### src/rtl/uart_pkg.sv
// uart_pkg: state encoding and board defaults shared by the UART receiver and transmitter.
package uart_pkg;
  localparam int CLK_HZ = 50_000_000;
  localparam int BAUD = 9600;
  localparam int OVERSAMPLE = 16;
  typedef enum logic [2:0] {IDLE, START, DATA, PARITY, STOP} state_t;
endpackage

### src/rtl/uart_rx_core_if.sv
// uart_rx_core_if: byte handshake and status flags between the UART receiver and its consumer.
// UART_RX_PARITY_EN adds rx_parity_err.
interface uart_rx_core_if;
  logic [7:0] rx_data;
  logic rx_valid, rx_busy, rx_frame_err, rx_overrun, rx_ack;
`ifdef UART_RX_PARITY_EN
  logic rx_parity_err;
  modport master(output rx_data, rx_valid, rx_busy, rx_frame_err, rx_overrun, rx_parity_err, input rx_ack);
  modport slave(input rx_data, rx_valid, rx_busy, rx_frame_err, rx_overrun, rx_parity_err, output rx_ack);
`else
  modport master(output rx_data, rx_valid, rx_busy, rx_frame_err, rx_overrun, input rx_ack);
  modport slave(input rx_data, rx_valid, rx_busy, rx_frame_err, rx_overrun, output rx_ack);
`endif
endinterface

### src/rtl/uart_baud_tick.sv
// uart_baud_tick: free-running divider emitting a one-cycle tick every DIV clocks.
module uart_baud_tick #(
  parameter int DIV = 325
) (
  input  logic clk,
  input  logic rst_n,
  output logic tick
);
  localparam int W = DIV > 1 ? $clog2(DIV) : 1;
  logic [W-1:0] cnt_q, cnt_d;
  always_comb begin
    tick = cnt_q == W'(DIV - 1);
    cnt_d = tick ? '0 : cnt_q + W'(1);
  end
  always_ff @(posedge clk or negedge rst_n)
    if (!rst_n) cnt_q <= '0;
    else cnt_q <= cnt_d;
endmodule

### src/rtl/uart_rx_core.sv
// uart_rx_core: oversampling 8N1 UART receiver with valid/ack handshake and LED mirror.
// Define UART_RX_PARITY_EN to insert an even-parity bit and the rx_parity_err flag.
module uart_rx_core #(
  parameter int CLK_HZ = uart_pkg::CLK_HZ,
  parameter int BAUD = uart_pkg::BAUD,
  parameter int OVERSAMPLE = uart_pkg::OVERSAMPLE
) (
  input  logic           M_CLOCK,
  input  logic           M_RESET_N,
  input  logic           RX,
  uart_rx_core_if.master rx_if,
  output logic [7:0]     IO_LED
);
  import uart_pkg::*;
  localparam int SW = $clog2(OVERSAMPLE);
  localparam logic [SW-1:0] MID = SW'(OVERSAMPLE / 2 - 1);
  localparam logic [SW-1:0] LAST = SW'(OVERSAMPLE - 1);
  state_t state_q, state_d;
  logic rx_meta_q, rxs_q, armed_q, armed_d, tick, ack, commit, last;
  logic [SW-1:0] scnt_q, scnt_d;
  logic [2:0] bidx_q, bidx_d;
  logic [7:0] shreg_q, shreg_d, data_q, data_d;
  logic valid_q, valid_d, ferr_q, ferr_d, ovr_q, ovr_d;
`ifdef UART_RX_PARITY_EN
  logic perr_q, perr_d, pbad_q, pbad_d;
`endif
  uart_baud_tick #(.DIV(CLK_HZ / (BAUD * OVERSAMPLE))) u_tick (
    .clk(M_CLOCK),
    .rst_n(M_RESET_N),
    .tick(tick)
  );
  always_comb begin
    ack = rx_if.rx_ack;
    last = tick && scnt_q == LAST;
    state_d = state_q;
    armed_d = armed_q | rxs_q;
    scnt_d = tick ? scnt_q + SW'(1) : scnt_q;
    bidx_d = bidx_q;
    shreg_d = shreg_q;
    commit = 1'b0;
    ferr_d = ferr_q & ~ack;
`ifdef UART_RX_PARITY_EN
    perr_d = perr_q & ~ack;
    pbad_d = pbad_q;
`endif
    case (state_q)
      IDLE: if (tick && armed_q && !rxs_q) begin
        state_d = START;
        scnt_d = '0;
      end
      START: if (tick && scnt_q == MID) begin
        state_d = rxs_q ? IDLE : DATA;
        scnt_d = '0;
        bidx_d = '0;
      end
      DATA: if (last) begin
        shreg_d[bidx_q] = rxs_q;
        bidx_d = bidx_q + 3'd1;
`ifdef UART_RX_PARITY_EN
        if (bidx_q == 3'd7) state_d = PARITY;
`else
        if (bidx_q == 3'd7) state_d = STOP;
`endif
      end
`ifdef UART_RX_PARITY_EN
      PARITY: if (last) begin
        pbad_d = ^{shreg_q, rxs_q};
        perr_d = perr_d | pbad_d;
        state_d = STOP;
      end
`endif
      // Leaving disarmed means a held-low break yields a single framing error.
      STOP: if (last) begin
        state_d = IDLE;
        armed_d = 1'b0;
        ferr_d = ferr_d | ~rxs_q;
`ifdef UART_RX_PARITY_EN
        commit = rxs_q & ~pbad_q;
`else
        commit = rxs_q;
`endif
      end
      default: state_d = IDLE;
    endcase
    data_d = commit ? shreg_q : data_q;
    valid_d = commit | (valid_q & ~ack);
    ovr_d = (ovr_q & ~ack) | (commit & valid_q & ~ack);
  end
  always_ff @(posedge M_CLOCK or negedge M_RESET_N)
    if (!M_RESET_N) begin
      rx_meta_q <= 1'b1;
      rxs_q <= 1'b1;
      state_q <= IDLE;
      armed_q <= 1'b0;
      scnt_q <= '0;
      bidx_q <= '0;
      shreg_q <= '0;
      data_q <= '0;
      valid_q <= 1'b0;
      ferr_q <= 1'b0;
      ovr_q <= 1'b0;
`ifdef UART_RX_PARITY_EN
      perr_q <= 1'b0;
      pbad_q <= 1'b0;
`endif
    end else begin
      rx_meta_q <= RX;
      rxs_q <= rx_meta_q;
      state_q <= state_d;
      armed_q <= armed_d;
      scnt_q <= scnt_d;
      bidx_q <= bidx_d;
      shreg_q <= shreg_d;
      data_q <= data_d;
      valid_q <= valid_d;
      ferr_q <= ferr_d;
      ovr_q <= ovr_d;
`ifdef UART_RX_PARITY_EN
      perr_q <= perr_d;
      pbad_q <= pbad_d;
`endif
    end
  assign rx_if.rx_data = data_q;
  assign rx_if.rx_valid = valid_q;
  assign rx_if.rx_busy = state_q != IDLE;
  assign rx_if.rx_frame_err = ferr_q;
  assign rx_if.rx_overrun = ovr_q;
`ifdef UART_RX_PARITY_EN
  assign rx_if.rx_parity_err = perr_q;
`endif
  assign IO_LED = data_q;
endmodule
### src/flat_wrapper.sv
// flat-port wrapper written by rule: the top's interface ports become plain ports
module uart_rx_core_flat import uart_pkg::*;
#(
  parameter int CLK_HZ = uart_pkg::CLK_HZ,
  parameter int BAUD = uart_pkg::BAUD,
  parameter int OVERSAMPLE = uart_pkg::OVERSAMPLE
)
  (M_CLOCK, M_RESET_N, RX, IO_LED, rx_if_rx_data, rx_if_rx_valid, rx_if_rx_busy, rx_if_rx_frame_err, rx_if_rx_overrun, rx_if_rx_ack);
  uart_rx_core_if rx_if_i ();
  input  logic M_CLOCK;
  input  logic M_RESET_N;
  input  logic RX;
  output logic [7:0] IO_LED;
  output wire logic [$bits(rx_if_i.rx_data)-1:0] rx_if_rx_data;
  output wire logic [$bits(rx_if_i.rx_valid)-1:0] rx_if_rx_valid;
  output wire logic [$bits(rx_if_i.rx_busy)-1:0] rx_if_rx_busy;
  output wire logic [$bits(rx_if_i.rx_frame_err)-1:0] rx_if_rx_frame_err;
  output wire logic [$bits(rx_if_i.rx_overrun)-1:0] rx_if_rx_overrun;
  input wire logic [$bits(rx_if_i.rx_ack)-1:0] rx_if_rx_ack;
  assign rx_if_rx_data = rx_if_i.rx_data;
  assign rx_if_rx_valid = rx_if_i.rx_valid;
  assign rx_if_rx_busy = rx_if_i.rx_busy;
  assign rx_if_rx_frame_err = rx_if_i.rx_frame_err;
  assign rx_if_rx_overrun = rx_if_i.rx_overrun;
  assign rx_if_i.rx_ack = rx_if_rx_ack;
  uart_rx_core #(.CLK_HZ(CLK_HZ), .BAUD(BAUD), .OVERSAMPLE(OVERSAMPLE)) u_core (.M_CLOCK(M_CLOCK), .M_RESET_N(M_RESET_N), .RX(RX), .rx_if(rx_if_i), .IO_LED(IO_LED));
endmodule
### config.mk
export PLATFORM = sky130hd
export DESIGN_NAME = uart_rx_core_flat
export DESIGN_NICKNAME = d
export VERILOG_FILES = /design/src/rtl/uart_pkg.sv /design/src/rtl/uart_rx_core_if.sv /design/src/rtl/uart_baud_tick.sv /design/src/rtl/uart_rx_core.sv /design/src/flat_wrapper.sv
export SDC_FILE = /design/constraint.sdc
export NUM_CORES = 1
export LEC_CHECK = 0
export BUFFER_PORTS_ARGS = -buffer_cell sky130_fd_sc_hd__buf_2
export CAP_MARGIN = 20
export CORE_MARGIN = 8
export CORE_UTILIZATION = 57
export CTS_BUF_LIST = sky130_fd_sc_hd__clkbuf_4 sky130_fd_sc_hd__clkbuf_8 sky130_fd_sc_hd__clkbuf_16
export DETAILED_ROUTE_END_ITERATION = 10
export PLACE_DENSITY = 0.76
export SYNTH_ARGS = -nofsm -noshare
export SYNTH_HDL_FRONTEND = slang
export SYNTH_HIERARCHICAL = 1
export SYNTH_SLANG_ARGS = --single-unit
### constraint.sdc
create_clock -name M_CLOCK -period 2.8 [get_ports M_CLOCK]
set_clock_uncertainty 0.2 [all_clocks]
set_input_delay 0.14 -clock M_CLOCK [delete_from_list [all_inputs] [get_ports M_CLOCK]]
set_output_delay 0.14 -clock M_CLOCK [all_outputs]
set_load 0.1 [all_outputs]
### Word-level counts from Yosys, hierarchy flattened

Index checks and enable logic that the tools add are counted.

* add/subtract/negate cells: 3
* magnitude comparators: 2
* eq/ne operators: 12
* muxes and demuxes: 24
* bitwise operators: 11
* reduce and logical (&&, ||, !) cells: 12

Operators by type and width (number)
* two-way mux 3 bit: 7
* two-way mux 4 bit: 3
* case mux 3 bit (4 select lines): 1
* inequality test 2 x 1 -> 1 bit, second input constant: 5
* adder 9 x 1 -> 9 bit, second input constant: 1
* == test 9 bit, second input constant: 1
* two-way mux 9 bit: 1
* bitwise mux 8 bit: 1
* case mux 4 bit (2 select lines): 1
* two-way mux 1 bit: 7
* == test 3 bit, second input constant: 2
* case mux 3 bit (2 select lines): 1
* AND 1 bit: 5
* logical AND 1 bit: 5
* AND reduction 5 bit: 1
* adder 4 x 1 -> 4 bit, second input constant: 1
* == test 4 x 3 -> 1 bit, second input constant: 1
* == test 4 bit, second input constant: 1
* < comparator 3 x 4 -> 1 bit, second input constant: 1
* OR 1 bit: 4
* adder 3 x 1 -> 3 bit, second input constant: 1
* demux 1 bit (select 3 bit): 1
* == test 3 x 1 -> 1 bit, second input constant: 1
* == test 3 x 2 -> 1 bit, second input constant: 1
* 9 further kinds: 10

* flip-flop bits (word level): 41
* input port bits: 4
* word-level logic and storage cells: 76

### Logic depth before layout (Yosys ltp)

* word-level depth: 7
* gate-level depth with buffers: 9

### Hierarchy

The synthesis kept the hierarchy.

By module, submodules not included
* uart_rx_core: instances 1, cells each 122, area each 1514.0 sq um, seq. area each 803.3 sq um
* uart_baud_tick: instances 1, cells each 41, area each 424.2 sq um, seq. area each 225.2 sq um

### Worst setup path before layout

No wires, ideal clock.

* path type: reg-to-reg
* from: register u_core.u_tick.cnt_q[0]
* to: register u_core.shreg_q[2]
* setup time: 0.125 ns
* data arrival time: 1.969 ns
* data required time: 2.475 ns
* path slack: 0.507 ns
* cell stages (with the launch flop): 10
* period minus slack after synthesis: 2.293 ns
* cells stage by stage: dfrtp_1 inv_1 ha_1 nand4bb_1 nor2_1 buf_2 and4_1 buf_2 nand4_1 mux2_2

* cells in the longest elaborated chain, start to end: 3

RTL lines
* from (decl): RTL line uart_baud_tick.sv:10 `logic [W-1:0] cnt_q, cnt_d;`
* from (signal assigned): RTL line uart_baud_tick.sv:17 `else cnt_q <= cnt_d;`
* == test 9 bit: RTL line uart_baud_tick.sv:12 `tick = cnt_q == W'(DIV - 1);`
* named net u_core.tick: RTL line uart_rx_core.sv:19 `logic rx_meta_q, rxs_q, armed_q, armed_d, tick, ack, commit, last;`
* logical AND 1 bit: RTL line uart_rx_core.sv:34 `last = tick && scnt_q == LAST;`
* AND reduction 2 bit (no source line)
* to (signal assigned): RTL line uart_rx_core.sv:113 `shreg_q <= shreg_d;`
* to (decl): RTL line uart_rx_core.sv:22 `logic [7:0] shreg_q, shreg_d, data_q, data_d;`

The timed path passes the listed nets, and every way through them passes these cells.
A chain may end at the register's enable or synchronous reset.

### Final worst setup path

* from: register u_core.u_tick.cnt_q[0]
* to: register u_core.data_q[4] (netlist: u_core/IO_LED[4])

* cells in the longest elaborated chain, start to end: 4

RTL lines
* == test 9 bit: RTL line uart_baud_tick.sv:12
* named net u_core.tick: RTL line uart_rx_core.sv:19
* logical AND 1 bit: RTL line uart_rx_core.sv:34
* two-way mux 1 bit: RTL line uart_rx_core.sv:73 `STOP: if (last) begin`
* two-way mux 1 bit: RTL line uart_rx_core.sv:46 `case (state_q)`
* to (signal assigned): RTL line uart_rx_core.sv:114 `data_q <= data_d;`
* to (decl): RTL line uart_rx_core.sv:22

The timed path passes the listed nets, and every way through them passes these cells.

==> impl_summary.log <==
INFO  metric finalCritPeriodShare = 0.761
INFO  metric transition_time_at_the_pin_with_the_least_slew_margin = 872 ps
INFO  metric tns_setup = 0 ps
INFO  metric worst_hold_startpoint = u_core/rx_meta_q$_DFF_PN1_
INFO  metric clk_pin_slew_worst_paths = 130 ps
INFO  metric run_status = finished, final reports clean
INFO  metric antenna_found_initial = 0
INFO  metric share_of_layout_cells_above_drive_strength_1 = 0.317
INFO  metric finalInstanceArea = 2130 um2
INFO  metric vias_per_cell = 5.52
INFO  metric post_cts_resize_count = 0
INFO  metric postSynthAreaPerCell = 11.9 um2
INFO  metric grt_start_max_net_pins = 42
INFO  metric hold-path-endpoint = u_core/rxs_q$_DFF_PN1_
INFO  metric core_area = 3310 um2
INFO  metric gp_routability_congestion = 0.746
INFO  metric die_wd = 74.3 um
INFO  metric postSynth.topFlopCell = sky130_fd_sc_hd__dfrtp_1
INFO  metric setup_repair_after_global_routing_missed_its_margin = no
INFO  metric vdd_ir_drop_max = 0.285 mV
INFO  metric placement.io_buffers = 23
INFO  metric fillers = 263
INFO  metric detailed_place.area = 2040 um2
INFO  metric dieHeight = 74.3 um
INFO  metric timing.critical_path.buf_inv = 1
INFO  metric reg2reg_to = u_core/IO_LED[4]$_DFFE_PN0P_
INFO  metric grt_first_pass_wirelength = 5900 um
INFO  metric overflow = 0
INFO  metric antenna-diode-count = 0
INFO  metric finalCriticalPeriod = 2130 ps
INFO  metric ys_warn_count = 6
INFO  metric vias_in_the_first_global_route = 1299
INFO  metric detailedPlacementHpwl = 2380 um
INFO  metric critical_path.endpoint_type = register
INFO  metric slew_headroom = 0.419
INFO  metric synth_edf_count = 0
INFO  metric yosys_register_bits = 41
INFO  metric timing.reg2reg.worst_path_depth = 7
INFO  metric totalWireLength = 3370 um
INFO  metric htreeDepth = 2
INFO  metric powerDensity = 437 nW/um2
INFO  metric critPathMaxFanout = 10
INFO  metric clkSinkCount = 41
INFO  metric setup_viol = 0
INFO  metric clk_root_buffer_cell = sky130_fd_sc_hd__clkbuf_4
INFO  metric max_cap_violations = 0
INFO  metric critPathRequiredTime = 2840 ps
INFO  metric vias = 1280
INFO  metric number_of_instances_in_the_synthesized_netlist = 163
INFO  metric worst_skew_pair.late_latency = 360 ps
INFO  metric synth-async-reset-ratio = 1.00
INFO  metric slowest_cp_cell = sky130_fd_sc_hd__dfrtp_1
INFO  metric number_of_nets_in_the_synthesized_netlist = 172
INFO  metric drcViolationCount = 0
INFO  metric die-area = 5520 um2
INFO  metric drtIter0Drc = 49
INFO  metric timing_worst_setup_path_type = register to register
INFO  metric detail_route.wl_per_cell = 14.5 um
INFO  metric synth.yosys.seq_area_share = 0.531
INFO  metric max_clock_freq = 0.469 GHz
INFO  metric timing.critical_path.max_delay_family = simple AND/OR/NAND/NOR gates
INFO  metric drt_pass_1_iters = 4
INFO  metric hold_path_class = register to register
INFO  metric timing.final.max_slew_violations = 0
INFO  metric cts_buffer_depth = 2
INFO  metric cts_made_buffers = 5
INFO  metric synthDistinctLibCells = 39
INFO  metric clock_tree_from_tritoncts = done
INFO  metric ios = 24
INFO  metric leak_pwr = 1.02 nW
INFO  metric start_util = 0.585
INFO  metric grt.total_usage = 0.137
INFO  metric critPathLaunchType = register
INFO  metric mappedNetlistArea = 1940 um2
INFO  metric design.final.nets = 194
INFO  metric cp.arrival = 2170 ps
INFO  metric hold_path_depth = 0
INFO  metric number_of_hold_violations_in_the_final_report = 0
INFO  metric syn2layout_area_growth = 9.81%
INFO  metric placement_rows = 21
INFO  metric regToRegSetupSlack = 670 ps
INFO  metric final_antenna_net_count = 0
INFO  metric crit_path_cell_trace = inv_1 > ha_1 > nand4bb_1 > nor2_1 > and4_1 > nand3_2 > mux2_2
INFO  metric cp_slowest_stage_delay = 430 ps
INFO  metric r2r_start = u_core/u_tick/cnt_q[0]$_DFF_PN0_
## through the flow
step / hold WS [ps] / power (W) / setup WS [ps] / instances / util
floorplan: -356 / 0.000609 / 507 / 163 / -
global placement: 46.8 / 0.000623 / 740 / 221 / 0.615
detailed placement: 50.1 / 0.000624 / 675 / 221 / 0.615
CTS: 170 / 0.000946 / 652 / 232 / 0.643
global route: 173 / 0.000970 / 484 / 232 / 0.643
finish: 168 / 0.000930 / 669 / 232 / 0.643
## report_power, final
part            total, W  internal, W  switching [W]
Clock           0.000315     0.000104       0.000211
Sequential      0.000598     0.000595     0.00000325
Combinational  0.0000168   0.00000482      0.0000119
## sequential cells by signal, indices dropped and copies added, names as in the netlist
signal and count:
u_core/rxs_q 1, u_core/armed_q 1, u_core/shreg_q 8, u_core/u_tick/cnt_q 9
u_core/rx_meta_q 1, u_core/bidx_q 3, u_core/rx_if.rx_frame_err 1, u_core/rx_if.rx_overrun 1
u_core/IO_LED 8, u_core/state_q 3, u_core/scnt_q 4, u_core/rx_if.rx_valid 1
## layer usage
layer  part of all wire  global-route usage
met1               0.42               0.158
met2               0.51               0.240
met3              0.050              0.0283
met4              0.018              0.0587
met5                  0                   0
## worst max-delay path by stage
stage / startpoint / endpoint / slack (ps) / cells after the start
after floorplan: u_core/u_tick/cnt_q[0]$_DFF_PN0_ / u_core/shreg_q[2]$_DFFE_PN0P_ / 510 / 9
after global placement: u_core/u_tick/cnt_q[0]$_DFF_PN0_ / u_core/shreg_q[2]$_DFFE_PN0P_ / 740 / 8
after detailed placement: u_core/u_tick/cnt_q[0]$_DFF_PN0_ / u_core/shreg_q[2]$_DFFE_PN0P_ / 670 / 8
after CTS: u_core/u_tick/cnt_q[0]$_DFF_PN0_ / u_core/IO_LED[6]$_DFFE_PN0P_ / 650 / 7
after global routing: u_core/u_tick/cnt_q[0]$_DFF_PN0_ / u_core/IO_LED[4]$_DFFE_PN0P_ / 480 / 7
final: u_core/u_tick/cnt_q[0]$_DFF_PN0_ / u_core/IO_LED[4]$_DFFE_PN0P_ / 670 / 7
## synth_stat cells, types with 2 or more instances
library cell	instances	area, um2
sky130_fd_sc_hd__dfrtp_1	39	976
sky130_fd_sc_hd__mux2_2	16	180
sky130_fd_sc_hd__nand2_1	10	37.5
sky130_fd_sc_hd__nor2_1	10	37.5
sky130_fd_sc_hd__buf_4	8	60.1
sky130_fd_sc_hd__nand4_1	8	50.1
sky130_fd_sc_hd__a21oi_1	7	35.0
sky130_fd_sc_hd__inv_1	7	26.3
sky130_fd_sc_hd__nand3_1	6	30.0
sky130_fd_sc_hd__ha_1	5	62.6
sky130_fd_sc_hd__xor2_1	5	43.8
sky130_fd_sc_hd__buf_2	3	15.0
sky130_fd_sc_hd__mux2i_1	3	30.0
sky130_fd_sc_hd__o22ai_1	3	18.8
sky130_fd_sc_hd__xnor2_1	3	26.3
sky130_fd_sc_hd__dfstp_2	2	52.6
sky130_fd_sc_hd__nand2b_1	2	12.5
sky130_fd_sc_hd__nand3b_1	2	15.0
sky130_fd_sc_hd__nand4bb_1	2	22.5
sky130_fd_sc_hd__o21ai_0	2	10.0
sky130_fd_sc_hd__or3_1	2	12.5
## cells by family (layout without fill, tap and decap cells)
family / after synthesis / after routing / synth area share
simple gates: 53 / 53 / 0.168
xor+xnor: 8 / 8 / 0.0362
flops: 41 / 41 / 0.531
buf+inv: 20 / 43 / 0.0600
mux: 20 / 20 / 0.116
compound gates: 16 / 16 / 0.0568
fa+ha+maj: 5 / 5 / 0.0323
## layout by cell type, fill, tap and decap left out, drive strengths merged, types with 2 or more instances in the layout
cell and n:
nand3b 2, nand2 10, o21ai 2, dfrtp 39
clkbuf 5, a21oi 7, or3 2, nand2b 2
xor2 5, dlygate4sd3 3, xnor2 3, ha 5
buf 25, nand4bb 2, inv 9, mux2 17
nand4 8, dfstp 2, o22ai 3, nor2 10
or3b 2, nand3 7, nor3b 2, mux2i 3
## area by class of cell
class,instances,area (um2),share of cell area
Multi-Input combinational cell,102,793,0.373
Tap cell,46,57.6,0.0270
Timing Repair Buffer,28,160,0.0753
Sequential cell,41,1030,0.483
Clock inverter,3,25.0,0.0118
Inverter,7,26.3,0.0123
Clock buffer,5,37.5,0.0176
## repair_timing
action                                  4_1_cts  5_1_grt
hold buffers                                  3        0
setup buffers                                 0        0
hold endpoints to repair                     43        0
endpoints found under the setup margin        0        0
No activity file was read; power rests on OpenSTA's default activity.
